===== src/rtl/sys_ctrl_tx_if.sv =====
// Bus between the system controller's TX side, its result sources and UART_TX.
// The slave modport is the controller's view; master is the surrounding environment.
interface sys_ctrl_tx_if #(
    parameter int DATA_WIDTH    = 8,
    parameter int ALU_OUT_WIDTH = 2 * DATA_WIDTH
);
    logic [DATA_WIDTH-1:0]    RdData;
    logic                     RdData_Valid;
    logic [ALU_OUT_WIDTH-1:0] ALU_OUT;
    logic                     OUT_Valid;
    logic                     Busy;
    logic [DATA_WIDTH-1:0]    TX_P_DATA;
    logic                     TX_D_VLD;
    logic                     OVF_ERR;

    modport master (
        output RdData, RdData_Valid, ALU_OUT, OUT_Valid, Busy,
        input  TX_P_DATA, TX_D_VLD, OVF_ERR
    );

    modport slave (
        input  RdData, RdData_Valid, ALU_OUT, OUT_Valid, Busy,
        output TX_P_DATA, TX_D_VLD, OVF_ERR
    );
endinterface


===== src/rtl/sys_ctrl_tx.sv =====
// Queues register-file reads and ALU results and feeds them to UART_TX one byte
// at a time; ALU results go out low byte then high byte, back to back.
module sys_ctrl_tx #(
    parameter int DATA_WIDTH    = 8,
    parameter int ALU_OUT_WIDTH = 2 * DATA_WIDTH
) (
    input  logic             clk,
    input  logic             reset,
    sys_ctrl_tx_if.slave     bus
);

    typedef enum logic [1:0] {
        IDLE,
        SEND,
        WAIT_ACK,
        WAIT_DONE
    } state_t;

    typedef enum logic [1:0] {
        SEL_RF,
        SEL_ALU_LO,
        SEL_ALU_HI
    } sel_t;

    state_t state;
    state_t next_state;
    sel_t   sel;
    sel_t   next_sel;

    logic                     rf_pend;
    logic                     alu_pend;
    logic [DATA_WIDTH-1:0]    rf_buf;
    logic [ALU_OUT_WIDTH-1:0] alu_buf;

    logic                     rf_clear;
    logic                     alu_clear;
    logic                     tx_vld_nxt;
    logic [DATA_WIDTH-1:0]    tx_data_nxt;

    // Outputs are registered off next_state so the strobe lands in the SEND cycle itself.
    always_ff @(posedge clk) begin
        if (!reset) begin
            state         <= IDLE;
            sel           <= SEL_RF;
            bus.TX_P_DATA <= '0;
            bus.TX_D_VLD  <= 1'b0;
        end else begin
            state         <= next_state;
            sel           <= next_sel;
            bus.TX_P_DATA <= tx_data_nxt;
            bus.TX_D_VLD  <= tx_vld_nxt;
        end
    end

    always_comb begin
        next_state = state;
        next_sel   = sel;
        case (state)
            IDLE: begin
                if (!bus.Busy) begin
                    if (rf_pend) begin
                        next_sel   = SEL_RF;
                        next_state = SEND;
                    end else if (alu_pend) begin
                        next_sel   = SEL_ALU_LO;
                        next_state = SEND;
                    end
                end
            end
            SEND: begin
                next_state = WAIT_ACK;
            end
            WAIT_ACK: begin
                if (bus.Busy) begin
                    next_state = WAIT_DONE;
                end
            end
            WAIT_DONE: begin
                if (!bus.Busy) begin
                    case (sel)
                        SEL_ALU_LO: begin
                            next_sel   = SEL_ALU_HI;
                            next_state = SEND;
                        end
                        default: begin
                            next_state = IDLE;
                        end
                    endcase
                end
            end
            default: begin
                next_state = IDLE;
            end
        endcase
    end

    always_comb begin
        rf_clear    = (state == WAIT_DONE) && !bus.Busy && (sel == SEL_RF);
        alu_clear   = (state == WAIT_DONE) && !bus.Busy && (sel == SEL_ALU_HI);
        tx_vld_nxt  = (next_state == SEND);
        tx_data_nxt = bus.TX_P_DATA;
        if (next_state == SEND) begin
            case (next_sel)
                SEL_RF:     tx_data_nxt = rf_buf;
                SEL_ALU_LO: tx_data_nxt = alu_buf[DATA_WIDTH-1:0];
                default:    tx_data_nxt = alu_buf[ALU_OUT_WIDTH-1 -: DATA_WIDTH];
            endcase
        end
    end

    // A slot being released on this edge counts as empty, so a same-edge strobe refills it.
    always_ff @(posedge clk) begin
        if (!reset) begin
            rf_pend     <= 1'b0;
            alu_pend    <= 1'b0;
            rf_buf      <= '0;
            alu_buf     <= '0;
            bus.OVF_ERR <= 1'b0;
        end else begin
            if (bus.RdData_Valid && (!rf_pend || rf_clear)) begin
                rf_buf  <= bus.RdData;
                rf_pend <= 1'b1;
            end else if (rf_clear) begin
                rf_pend <= 1'b0;
            end

            if (bus.OUT_Valid && (!alu_pend || alu_clear)) begin
                alu_buf  <= bus.ALU_OUT;
                alu_pend <= 1'b1;
            end else if (alu_clear) begin
                alu_pend <= 1'b0;
            end

            if ((bus.RdData_Valid && rf_pend && !rf_clear) ||
                (bus.OUT_Valid && alu_pend && !alu_clear)) begin
                bus.OVF_ERR <= 1'b1;
            end
        end
    end

endmodule


===== src/flat_wrapper.sv =====
// flat-port wrapper written by rule: the top's interface ports become plain ports
module sys_ctrl_tx_flat 
#(
    parameter int DATA_WIDTH    = 8,
    parameter int ALU_OUT_WIDTH = 2 * DATA_WIDTH
)
  (clk, reset, bus_RdData, bus_RdData_Valid, bus_ALU_OUT, bus_OUT_Valid, bus_Busy, bus_TX_P_DATA, bus_TX_D_VLD, bus_OVF_ERR);
  sys_ctrl_tx_if #(.DATA_WIDTH(DATA_WIDTH), .ALU_OUT_WIDTH(ALU_OUT_WIDTH)) bus_i ();
  input  logic clk;
  input  logic reset;
  input wire logic [$bits(bus_i.RdData)-1:0] bus_RdData;
  input wire logic [$bits(bus_i.RdData_Valid)-1:0] bus_RdData_Valid;
  input wire logic [$bits(bus_i.ALU_OUT)-1:0] bus_ALU_OUT;
  input wire logic [$bits(bus_i.OUT_Valid)-1:0] bus_OUT_Valid;
  input wire logic [$bits(bus_i.Busy)-1:0] bus_Busy;
  output wire logic [$bits(bus_i.TX_P_DATA)-1:0] bus_TX_P_DATA;
  output wire logic [$bits(bus_i.TX_D_VLD)-1:0] bus_TX_D_VLD;
  output wire logic [$bits(bus_i.OVF_ERR)-1:0] bus_OVF_ERR;
  assign bus_i.RdData = bus_RdData;
  assign bus_i.RdData_Valid = bus_RdData_Valid;
  assign bus_i.ALU_OUT = bus_ALU_OUT;
  assign bus_i.OUT_Valid = bus_OUT_Valid;
  assign bus_i.Busy = bus_Busy;
  assign bus_TX_P_DATA = bus_i.TX_P_DATA;
  assign bus_TX_D_VLD = bus_i.TX_D_VLD;
  assign bus_OVF_ERR = bus_i.OVF_ERR;
  sys_ctrl_tx #(.DATA_WIDTH(DATA_WIDTH), .ALU_OUT_WIDTH(ALU_OUT_WIDTH)) u_core (.clk(clk), .reset(reset), .bus(bus_i));
endmodule

===== config.mk =====
export PLATFORM = sky130hd
export DESIGN_NAME = sys_ctrl_tx_flat
export DESIGN_NICKNAME = d
export VERILOG_FILES = /design/src/rtl/sys_ctrl_tx_if.sv /design/src/rtl/sys_ctrl_tx.sv /design/src/flat_wrapper.sv
export SDC_FILE = /design/constraint.sdc
export NUM_CORES = 1
export LEC_CHECK = 0
export CORE_UTILIZATION = 50
export DETAILED_ROUTE_END_ITERATION = 10
export GPL_TIMING_DRIVEN = 1
export PLACE_DENSITY = 0.82
export SETUP_SLACK_MARGIN = 0.4
export SLEW_MARGIN = 20
export SYNTH_ARGS = -nofsm -noshare
export SYNTH_HDL_FRONTEND = slang
export SYNTH_SLANG_ARGS = --single-unit

===== constraint.sdc =====
create_clock -name clk -period 2.15 [get_ports clk]
set_input_delay 0.3225 -clock clk [delete_from_list [all_inputs] [get_ports clk]]
set_output_delay 0.3225 -clock clk [all_outputs]
set_load 0.01 [all_outputs]

==> results of run 1 <==
==> logic make-up after synthesis <==
group / synth area share
AO/OA/AOI/OAI: 0.138
adder cells (fa/ha/maj): 0.0208
multiplexers: 0.178
AND/OR/NAND/NOR: 0.153
buffers and inverters: 0.0660
flip-flops: 0.444
==> cells in the mapped netlist, drive strengths merged <==
master,instances,area (sq um)
a21boi,2,15.0
a21oi,6,33.8
a221oi,1,8.76
a22o,1,8.76
a311oi,1,8.76
a41oi,1,8.76
and2,1,6.26
and2b,1,8.76
buf,7,53.8
clkbuf,5,38.8
dfxtp,40,801
ha,3,37.5
inv,7,26.3
mux2i,32,320
nand2,2,10.0
nand2b,3,18.8
nand3,16,80.1
nand4bb,1,11.3
nor2,32,120
nor3b,1,7.51
o2111ai,1,8.76
o21a,1,7.51
o21ai,2,10.0
o21bai,1,18.8
o221ai,8,120
or2,1,6.26
or3,1,6.26
==> flip-flops by register name (all words and copies together), names as in the netlist <==
name	cells
u_core.sel	2
u_core.alu_buf	16
u_core.bus.TX_P_DATA	8
u_core.bus.TX_D_VLD	1
u_core.state	2
u_core.rf_pend	1
u_core.alu_pend	1
u_core.bus.OVF_ERR	1
u_core.rf_buf	8
==> routing by layer <==
layer,vias to the layer above,global-route usage,wire [um]
li1,724,-,-
met1,712,0.246,1630
met2,39,0.406,2090
met3,7,0.0518,210
met4,0,0.111,71
met5,-,0,0
==> power groups by stage <==
stage	clock network [W]	registers, W	logic [W]
after global placement	0	0.000912	0.000716
after CTS	0.000405	0.000908	0.000783
after detailed placement	0	0.000918	0.000743
final	0.000392	0.000909	0.000871
after floorplan	0	0.000917	0.000566
after global routing	0.000434	0.000918	0.000949
==> path summary, 6_finish.rpt <==
kind                                                 startpoint                                   end  slack (ns)  depth (start not counted)
worst max-delay path                 u_core.state[0]$_SDFF_PN0_  u_core.bus.TX_P_DATA[5]$_SDFFE_PN0P_        0.29                          7
worst min-delay path            u_core.bus.OVF_ERR$_SDFFE_PN0P_       u_core.bus.OVF_ERR$_SDFFE_PN0P_        0.51                          2
worst max register to register       u_core.state[0]$_SDFF_PN0_  u_core.bus.TX_P_DATA[5]$_SDFFE_PN0P_        0.29                          7
worst min register to register  u_core.bus.OVF_ERR$_SDFFE_PN0P_       u_core.bus.OVF_ERR$_SDFFE_PN0P_        0.51                          2
==> metrics by stage <==
stage                     worst slack (ns)  hold slack (ns)  cells   util
after floorplan                      0.274            0.443    178      -
after global placement              -0.124            0.462    259  0.674
after detailed placement            -0.184            0.483    259  0.674
after CTS                            0.313            0.512    269  0.700
after global routing                 0.219            0.540    274  0.722
final                                0.291            0.507    274  0.722
==> cell type report <==
class                           instances  area (sq um)
Tap cell                               46          57.6
Clock buffer                            8          58.8
Timing Repair Buffer                   54           546
Multi-Input combinational cell        119           950
Sequential cell                        40           808
Fill cell                             244           941
Inverter                                7          28.8
==> worst min-delay path: stages (launching register included) <==
cell      delay, ns
dfxtp_1        0.35
a221oi_1       0.05
nor2_1         0.08
==> timing repair <==
action                                  CTS  global route
gates resized for setup                   5             6
endpoints found under the hold margin     0             0
pin swaps                                 3             6
hold buffers                              0             0
gates cloned                              0             1
setup buffers                             2             4
endpoints found under the setup margin    9            27
==> results by group, run 1 <==
Final layout
  • P&R area growth vs syn: 35.9%
  • N_diodes: 0
  • Commonest non-fill, non-tap cell in the layout: dfxtp_1
  • Fraction of layout cells with a size suffix above 1: 0.206
  • Final instance area: 0.00245 sq mm
  • Commonest cells after routing, fill and taps aside: dfxtp_1 (38), clkdlybuf4s50_1 (37), nor2_1 (32)
  • Final Net Count: 259

Logic synthesis
  • Seq/Total Area, Yosys: 0.444
  • Area of the mapped netlist: 0.00180 sq mm
  • Post-Syn Area per Cell: 10.1 sq um
  • Cell count after synthesis: 178
  • Netlist cell types: 31
  • Syn nets: 210
  • Number of synthesized register bits: 40
  • Synthesis warning total: 0

Power and ir drop
  • Combinational share of power: 0.401
  • PD cells: 887 mW/mm^2
  • Sequential power share: 0.419
  • Clock Power Share: 0.180
  • Power Total: 0.00217 W
  • Worst VDD drop: 0.532 mV
  • Internal Power: 0.00142 W
  • Psw: 0.000751 W
  • P_leak: 1.00 nW
  • Net Sw Frac: 0.346

Timing
  • RSZ-0062 raised after global routing: yes
  • Final period utilization: 0.865
  • Tmin final: 1.86 ns
  • Maximum clock frequency: 538 MHz
  • TNS Setup: 0 ns
  • Max_slew headroom: 0.785
  • Pins over their slew limit: 0
  • Least-Margin Pin Slew: 0.322 ns
  • Fin Clk Skew: 0.0110 ns
  • Endpoints failing setup: 0
  • Final Hold Vio Count: 0

Critical path
  • Kind of critical path: reg2reg
  • WP buf/inv: 1
  • Family with the most delay on the worst path: simple AND/OR/NAND/NOR gates
  • Crit path max fanout: 8
  • Worst Path Required: 2.42 ns
  • Data arrival, critical path: 2.13 ns
  • CP endpoint kind: flop
  • Max stage delay on crit path: 0.40 ns
  • Crit path cell chain: ha_4 > nand4bb_1 > a22o_1 > or2_1 > or3_1 > buf_6 > o221ai_2
  • Startpoint Class: flop
  • Critical-path top delay cell: dfxtp_4

Drt
  • DR vias: 1482
  • Remaining DRCs: 0
  • Total wire length: 4.01 mm
  • WL per Instance: 14.6 um
  • Routed vias/inst: 5.41
  • Initial DRC Count: 76
  • Drt pass-1 iters: 4
  • Antenna Violating Nets Remaining: 0

Floorplanning
  • Die width: 62.0 um
  • Floorplan row count: 21
  • Core ar.: 0.00339 sq mm
  • Top Ports: 39
  • Die H: 62.0 um
  • Initial core utilization: 0.532
  • Overall die area: 0.00385 sq mm

Run status
  • Run status: finished, final reports clean

Min path
  • Worst min-delay path class: reg2reg

Clock network
  • CTS buffer count: 5
  • CTS H-tree lvls: 2
  • Root Buffer: clkbuf_4
  • TritonCTS clock tree: yes
  • Clock Sinks: 40
  • Reg clk slew, reported paths: 0.11 ns
  • Clock buffer depth: 2
  • Worst-Skew Late Latency: 0.34 ns

Placed design
  • Placer Congestion: 0.828
  • PortBufs: 38
  • DP Wirelength: 2.71 mm
  • Placement Cell Area: 0.00229 sq mm

GRT
  • Largest net degree at the start of global routing: 32
  • Vias in the first global route: 1456
  • First-pass GRT wire length: 6.14 mm
  • Grt ovf: 0
  • GRT Util Overall: 0.225
  • Initial antenna violation count: 0

Run
  • Max-cap violation count: 0
Note: power is estimated with default switching activity, not from simulation.
==> run 2, diff against run 1 <==
TNS_END_PERCENT = 100   (was unset)
==> results of run 2 <==
The final DEF is identical to that of run 1; final timing and power are the same.
